===== config.mk =====
export PLATFORM = sky130hd
export DESIGN_NAME = sr_flag_arbiter
export DESIGN_NICKNAME = d
export VERILOG_FILES = /design/src/rtl/sr_flag_arbiter.sv
export SDC_FILE = /design/constraint.sdc
export NUM_CORES = 1
export LEC_CHECK = 0
export ABC_AREA = 0
export BUFFER_PORTS_ARGS = -buffer_cell sky130_fd_sc_hd__buf_2
export CORE_MARGIN = 10
export CORE_UTILIZATION = 38
export CTS_CLUSTER_DIAMETER = 100
export CTS_CLUSTER_SIZE = 10
export DETAILED_ROUTE_END_ITERATION = 8
export HOLD_SLACK_MARGIN = 0.15
export PLACE_DENSITY_LB_ADDON = 0.25
export SLEW_MARGIN = 0
export SYNTH_ARGS = -nofsm -noshare
export SYNTH_HDL_FRONTEND = slang
export SYNTH_SLANG_ARGS = --single-unit

===== constraint.sdc =====
create_clock -name clk_i -period 2.77 [get_ports clk_i]
set_input_delay 0.277 -clock clk_i [delete_from_list [all_inputs] [get_ports clk_i]]
set_output_delay 0.277 -clock clk_i [all_outputs]
set_load 0.02 [all_outputs]

===== src/rtl/sr_flag_arbiter.sv =====
// sr_flag_arbiter: round-robin arbiter that turns requests into one-cycle SR strobes on a flag bank.
// Define SR_FLAG_ARB_VERIFY_EN to add a Q-readback VERIFY cycle that flags mismatches in err_o.
module sr_flag_arbiter #(
   parameter int NREQ   = 4,
   parameter int NFLAG  = 8,
   parameter int FLAG_W = (NFLAG > 1) ? $clog2(NFLAG) : 1
) (
   input  logic                   clk_i,
   input  logic                   rst_i,
   input  logic [NREQ-1:0]        req_valid_i,
   input  logic [NREQ-1:0]        req_op_i,
   input  logic [NREQ*FLAG_W-1:0] req_idx_i,
   output logic [NREQ-1:0]        req_ready_o,
   output logic [NFLAG-1:0]       flag_s_o,
   output logic [NFLAG-1:0]       flag_r_o,
   input  logic [NFLAG-1:0]       flag_q_i,
   output logic                   busy_o,
   output logic                   done_o,
   input  logic                   err_clr_i,
   output logic                   err_o,
   output logic [FLAG_W-1:0]      err_idx_o
);
   // state     | meaning
   // ST_IDLE   | waiting for a request; grant is combinational
   // ST_DRIVE  | one-cycle set or reset strobe on the latched flag
   // ST_VERIFY | compare flag Q against the latched op (verify build only)
   localparam int REQ_W = $clog2(NREQ);

`ifdef SR_FLAG_ARB_VERIFY_EN
   typedef enum logic [1:0] {ST_IDLE, ST_DRIVE, ST_VERIFY} state_t;
`else
   typedef enum logic [1:0] {ST_IDLE, ST_DRIVE} state_t;
`endif

   state_t             state_q, state_d;
   logic [REQ_W-1:0]   ptr_q, ptr_d;
   logic               op_q, op_d;
   logic [FLAG_W-1:0]  idx_q, idx_d;
   logic               err_q, err_d;
   logic [FLAG_W-1:0]  err_idx_q, err_idx_d;

   logic               gnt_found;
   logic [REQ_W-1:0]   gnt_idx;
   logic [REQ_W-1:0]   cand;
   logic               sel_op;
   logic [FLAG_W-1:0]  sel_idx;
   logic               idx_ok;
   logic               new_err;

   // Search starts at ptr and wraps, so the last grantee has lowest priority.
   always_comb begin
      gnt_found = 1'b0;
      gnt_idx   = '0;
      cand      = '0;
      for (int i = 0; i < NREQ; i++) begin
         cand = REQ_W'((int'(ptr_q) + i) % NREQ);
         if (!gnt_found && req_valid_i[cand]) begin
            gnt_found = 1'b1;
            gnt_idx   = cand;
         end
      end
   end

   always_comb begin
      sel_op  = 1'b0;
      sel_idx = '0;
      for (int i = 0; i < NREQ; i++) begin
         if (REQ_W'(i) == gnt_idx) begin
            sel_op  = req_op_i[i];
            sel_idx = req_idx_i[i*FLAG_W +: FLAG_W];
         end
      end
   end

   assign idx_ok = ({1'b0, idx_q} < (FLAG_W+1)'(NFLAG));

   always_comb begin
      state_d = state_q;
      ptr_d   = ptr_q;
      op_d    = op_q;
      idx_d   = idx_q;
      case (state_q)
         ST_IDLE: begin
            if (gnt_found) begin
               op_d    = sel_op;
               idx_d   = sel_idx;
               ptr_d   = (gnt_idx == REQ_W'(NREQ-1)) ? '0 : gnt_idx + 1'b1;
               state_d = ST_DRIVE;
            end
         end
`ifdef SR_FLAG_ARB_VERIFY_EN
         ST_DRIVE:  state_d = ST_VERIFY;
         ST_VERIFY: state_d = ST_IDLE;
`else
         ST_DRIVE:  state_d = ST_IDLE;
`endif
         default:   state_d = ST_IDLE;
      endcase
   end

   always_comb begin
      new_err = 1'b0;
      if (state_q == ST_DRIVE && !idx_ok) new_err = 1'b1;
`ifdef SR_FLAG_ARB_VERIFY_EN
      if (state_q == ST_VERIFY && idx_ok && (flag_q_i[idx_q] != op_q)) new_err = 1'b1;
`endif
      err_d     = err_q;
      err_idx_d = err_idx_q;
      if (err_clr_i) err_d = 1'b0;
      // A new error wins over a simultaneous clear.
      if (new_err) begin
         err_d     = 1'b1;
         err_idx_d = idx_q;
      end
   end

`ifndef SR_FLAG_ARB_VERIFY_EN
   logic unused_flag_q;
   assign unused_flag_q = ^flag_q_i;
`endif

   always_ff @(posedge clk_i) begin
      if (rst_i) begin
         state_q   <= ST_IDLE;
         ptr_q     <= '0;
         op_q      <= 1'b0;
         idx_q     <= '0;
         err_q     <= 1'b0;
         err_idx_q <= '0;
      end else begin
         state_q   <= state_d;
         ptr_q     <= ptr_d;
         op_q      <= op_d;
         idx_q     <= idx_d;
         err_q     <= err_d;
         err_idx_q <= err_idx_d;
      end
   end

   always_comb begin
      flag_s_o = '0;
      flag_r_o = '0;
      if (state_q == ST_DRIVE && idx_ok) begin
         if (op_q) flag_s_o = NFLAG'(1) << idx_q;
         else      flag_r_o = NFLAG'(1) << idx_q;
      end
   end

   assign req_ready_o = (state_q == ST_IDLE && gnt_found) ? (NREQ'(1) << gnt_idx) : '0;
   assign busy_o      = (state_q != ST_IDLE);
`ifdef SR_FLAG_ARB_VERIFY_EN
   assign done_o      = (state_q == ST_VERIFY);
`else
   assign done_o      = (state_q == ST_DRIVE);
`endif
   assign err_o       = err_q;
   assign err_idx_o   = err_idx_q;

endmodule


# Yosys cells after proc, flatten, opt, wreduce, memory -nomap -nowiden
# Index checks and enable logic that the tools add are counted.
[word_totals]
ff_bits = 7
latch_bits = 0
ram_bits = 0
mem_bits_ro = 0
inputBits = 31
out_inout_bits = 26
wordCells = 60
n_memories = 0
[classes]
addsub = 4
n_mul = 0
n_div = 0
order_cmp = 4
n_eq_ne = 4
shifts = 2
mux = 30
bitwise_logic = 1
reduce_logical = 11
[op_table]
columns = ["cell", "count"]
rows = [
  ["two-way mux 8 bit", 4],
  ["less-than comparator 2 x 3 -> 1 bit (second input constant)", 4],
  ["two-way mux 1 bit", 12],
  ["two-way mux 3 bit", 4],
  ["two-way mux 2 bit", 5],
  ["binary-select mux 1 bit (select 2 bit)", 4],
  ["left shift 1 x 3 -> 8 bit (first input constant)", 1],
  ["adder 2 x 1 -> 2 bit (second input constant)", 2],
  ["adder 2 bit (second input constant)", 2],
  ["== test 2 bit (first input constant)", 2],
  ["logical AND 1 bit", 4],
  ["logical NOT 2 bit", 2],
  ["two-way mux 4 bit", 1],
  ["left shift 1 x 2 -> 4 bit (first input constant)", 1],
  ["logical NOT 1 bit", 3],
  ["== test 1 x 2 -> 1 bit (first input constant)", 1],
  ["== test 2 bit (second input constant)", 1],
  ["AND reduction 2 bit", 1],
  ["OR reduction 2 bit", 1],
  ["inverter 1 bit", 1],
]

# Logic depth before layout (Yosys ltp)
[depth]
ltp_word = 17
ltp_mapped = 10
depth_no_buf = 9

# Least setup slack after synthesis
# OpenSTA, ideal clock, no wires.
[synth_path]
path_kind = "flip-flop to flip-flop"
from = "reg ptr_q[1]"
to = "reg idx_q[0]"
setup_ns = 0.124
arrival_ns = 1.862
t_required_ns = 2.646
setup_slack_ns = 0.784
stages_incl_launch_ff = 11
n_path_buf = 1
period_less_slack_ns = 1.986
cell_sequence = "dfxtp_1 > mux2i_1 > nor2_1 > nor3_1 > inv_1 > ha_1 > clkbuf_1 > a21oi_1 > o21ai_0 > a22oi_1 > a211oi_1"
[synth_via]
elab_chain_len = 17
elab_cells_between_ends = 34
cone_classes = "add/sub (3); eq/ne (3); mux (20); reduce/logical (8)"
[synth_lines]
columns = ["item", "line_no", "rtl"]
rows = [
  ["start: declaration", "36", "logic [REQ_W-1:0] ptr_q, ptr_d;"],
  ["start signal: assignment", "132", "ptr_q <= ptr_d;"],
  ["branches (longest 17 deep; another with adder 2 x 1 -> 2 bit)", "n/a", ""],
  ["end signal: assignment", "134", "idx_q <= idx_d;"],
  ["end: declaration", "38", "logic [FLAG_W-1:0] idx_q, idx_d;"],
]
# Several ways; the timed one is not identified. The select of a mux whose other input is x is not followed.
# A chain may end at the register's enable or synchronous reset.

# Worst setup path after layout
[layout_path]
from = "reg ptr_q[1]"
to = "out req_ready_o[2]"
[layout_via]
elab_chain_len = 14
elab_cells_between_ends = 28
cone_classes = "add/sub (3); shift (1); mux (17); reduce/logical (7)"
[layout_lines]
columns = ["item", "line_no", "rtl"]
rows = [
  ["branches (longest 13 deep; another with adder 2 x 1 -> 2 bit)", "n/a", ""],
  ["two-way mux 4 bit *", "149", "assign req_ready_o = (state_q == ST_IDLE && gnt_found) ? (NREQ'(1) << gnt_idx) : '0;"],
  ["end: declaration", "13", "output logic [NREQ-1:0] req_ready_o,"],
]
# Every way passes the cells marked *. The select of a mux whose other input is x is not followed.

==> reports/qor.txt <==
outcome -> complete, no violations
CTS tree -> done
Detailed Route Iter0 Violations -> 15
grt ovf -> 0
Post-CTS Setup Inserts -> 0
most common cell after layout, fill and taps aside -> buf_2
syn avg cell area -> 6.78 sq um
Clock Tree Root -> clkbuf_4
Seq/Total Area, Yosys -> 20.3%
area of the multi-input gates -> 473 sq um
total wire length -> 2.07 mm
Least-Margin Pin Slew -> 550 ps
Setup-failing EPs final -> 0
core area -> 1730 sq um
flops & latches, synth -> 7
Worst-path clk slew -> 60 ps
Residual DRC -> 0
data required time of the critical path -> 2490 ps
commonest non-fill, non-tap cells in the layout -> buf_2 (43), nor2_1 (20), a21oi_1 (11)
Relative slew margins -> 63.3%
Nets -> 178
Final period util -> 91.7%
P_leak -> 0.480 nW
CTS Sinks -> 7
row count -> 15
Die Area -> 3930 sq um
die span in x -> 62.7 um
Layout area overhead -> 31.8%
worst hold path type -> input port to register
total power -> 0.000434 W
Distinct cells, synth -> 26
vias in the first global route -> 813
largest net degree at the start of global routing -> 16
fin worst setup slack -> 229 ps
Routed Antenna Nets -> 0
RSZ-0062 raised after global routing -> no
top cell family by delay on the critical path -> simple AND/OR/NAND/NOR gates
CP startpoint kind -> register
Die Y -> 62.7 um
Post-CTS Resized -> 0
number of antenna diodes -> 0
I/O pin cnt -> 57
placed cell count -> 163
Fmax achieved -> 0.394 GHz
Non-Filler Instances -> 167
layout cell share with drive strength beyond 1 -> 38.0%
Fill cells -> 182
yosys warns -> 0
Routability Congestion -> 0.745
Worst VDD drop -> 0.000216 V
critical path type -> register to primary output
total number of vias -> 795
Max Root-Sink Buffers -> 2
CP arrival -> 2260 ps
final hold violations -> 0
CTS buffer count -> 3
count of pins over their slew limit -> 0
Final Util -> 52.8%
number of I/O port buffers -> 43
hold_buf cts -> 0
CP peak stage delay -> 460 ps
r2r setup slk -> 450 ps
pwr dens -> 476 nW/um^2
first-pass GRT wire length -> 3.35 mm
CP max stage cell -> nor3_1
worst path cell trace -> mux2i_1, nor2_1, nor3_1, inv_1, ha_1, and2_2, buf_2
pre-CTS WS -> 449 ps
starting density of the core -> 40.1%
Vias/cell -> 4.76
Register Area -> 140 sq um
Final Critical Period -> 2540 ps
DR WL/cell -> 12.4 um
max-cap viol count -> 0
sum of negative setup slack -> 0 ps
number of buffers and inverters on the critical path -> 2
Final Skew -> 10.8 ps
H-tree depth -> 1
Detailed Place HPWL -> 1.72 mm
initial antenna violation count -> 0
DR pass1 iterations -> 4
worst-path maximum fanout -> 9
clk_lat worst skew -> 250 ps
Cells after Synth -> 102
Worst Setup End Kind -> primary output
Synth Cell Area -> 692 sq um
All-Layer GR Usage -> 9.87%
==> worst paths after layout <==
check	end	depth (start not counted)	start
worst min-delay path	ptr_q[0]	2	rst_i
worst min register to register	idx_q[2]	2	idx_q[2]
worst max-delay path	req_ready_o[2]	7	ptr_q[1]
worst max register to register	idx_q[0]	9	ptr_q[1]
==> state kept, by name, indices dropped and copies added, names as in the netlist <==
name     flops
ptr_q        2
idx_q        3
state_q      1
op_q         1
==> logic make-up (layout without fill, tap and decap cells) <==
group | after synthesis | after routing | synth area share, %
fa+ha+maj | 4 | 4 | 7.23
compound gates | 26 | 26 | 23.7
mux | 2 | 2 | 2.89
flops | 7 | 7 | 20.3
buf+inv | 17 | 54 | 13.0
other cells | 1 | 4 | 0.542
simple gates | 45 | 45 | 32.4
==> metal layers <==
metal / wire length, um / track usage [%] / share of wire, % / up-vias
li1: - / - / - / 420
met1: 935 / 11.0 / 45 / 335
met2: 883 / 15.3 / 43 / 38
met3: 220 / 4.12 / 11 / 2
met4: 27 / 5.87 / 1.3 / 0
met5: 0 / 0 / 0 / -
==> power breakdown <==
group | total, W | switching [W] | internal [W]
Sequential | 0.000138 | 0.0000214 | 0.000116
Combinational | 0.000202 | 0.000119 | 0.0000823
Clock | 0.0000947 | 0.0000396 | 0.0000551
==> cells in the mapped netlist, drive strengths merged <==
master / count / share of area [%]
inv: 7 / 3.8
nor4: 1 / 1.8
nor2: 21 / 12
a211oi: 5 / 6.1
nand2b: 3 / 2.7
o22a: 1 / 1.3
a21oi: 11 / 8.0
and2: 4 / 4.3
nand2: 6 / 3.3
nand3b: 2 / 2.2
nor3: 6 / 4.3
o21ai: 4 / 2.9
a22oi: 4 / 4.3
nand3: 1 / 0.72
ha: 4 / 7.2
buf: 7 / 7.6
o21a: 1 / 1.1
or3b: 1 / 1.3
dfxtp: 7 / 20
mux2i: 2 / 2.9
conb: 1 / 0.54
clkbuf: 3 / 1.6
==> cell type report <==
type | instances | area share, %
well taps | 25 | 3.43
repair buffers | 43 | 23.6
multi-input cells | 81 | 51.9
clock buffers | 4 | 2.88
flip-flops and latches | 7 | 15.4
inverters | 7 | 2.88
==> stage by stage <==
stage	cell area [sq um]	hold WS, ps
finish	912	281
global route	912	295
CTS	912	280
detailed placement	886	527
global placement	886	519
floorplan	703	342
(Power assumes the default switching activity.)
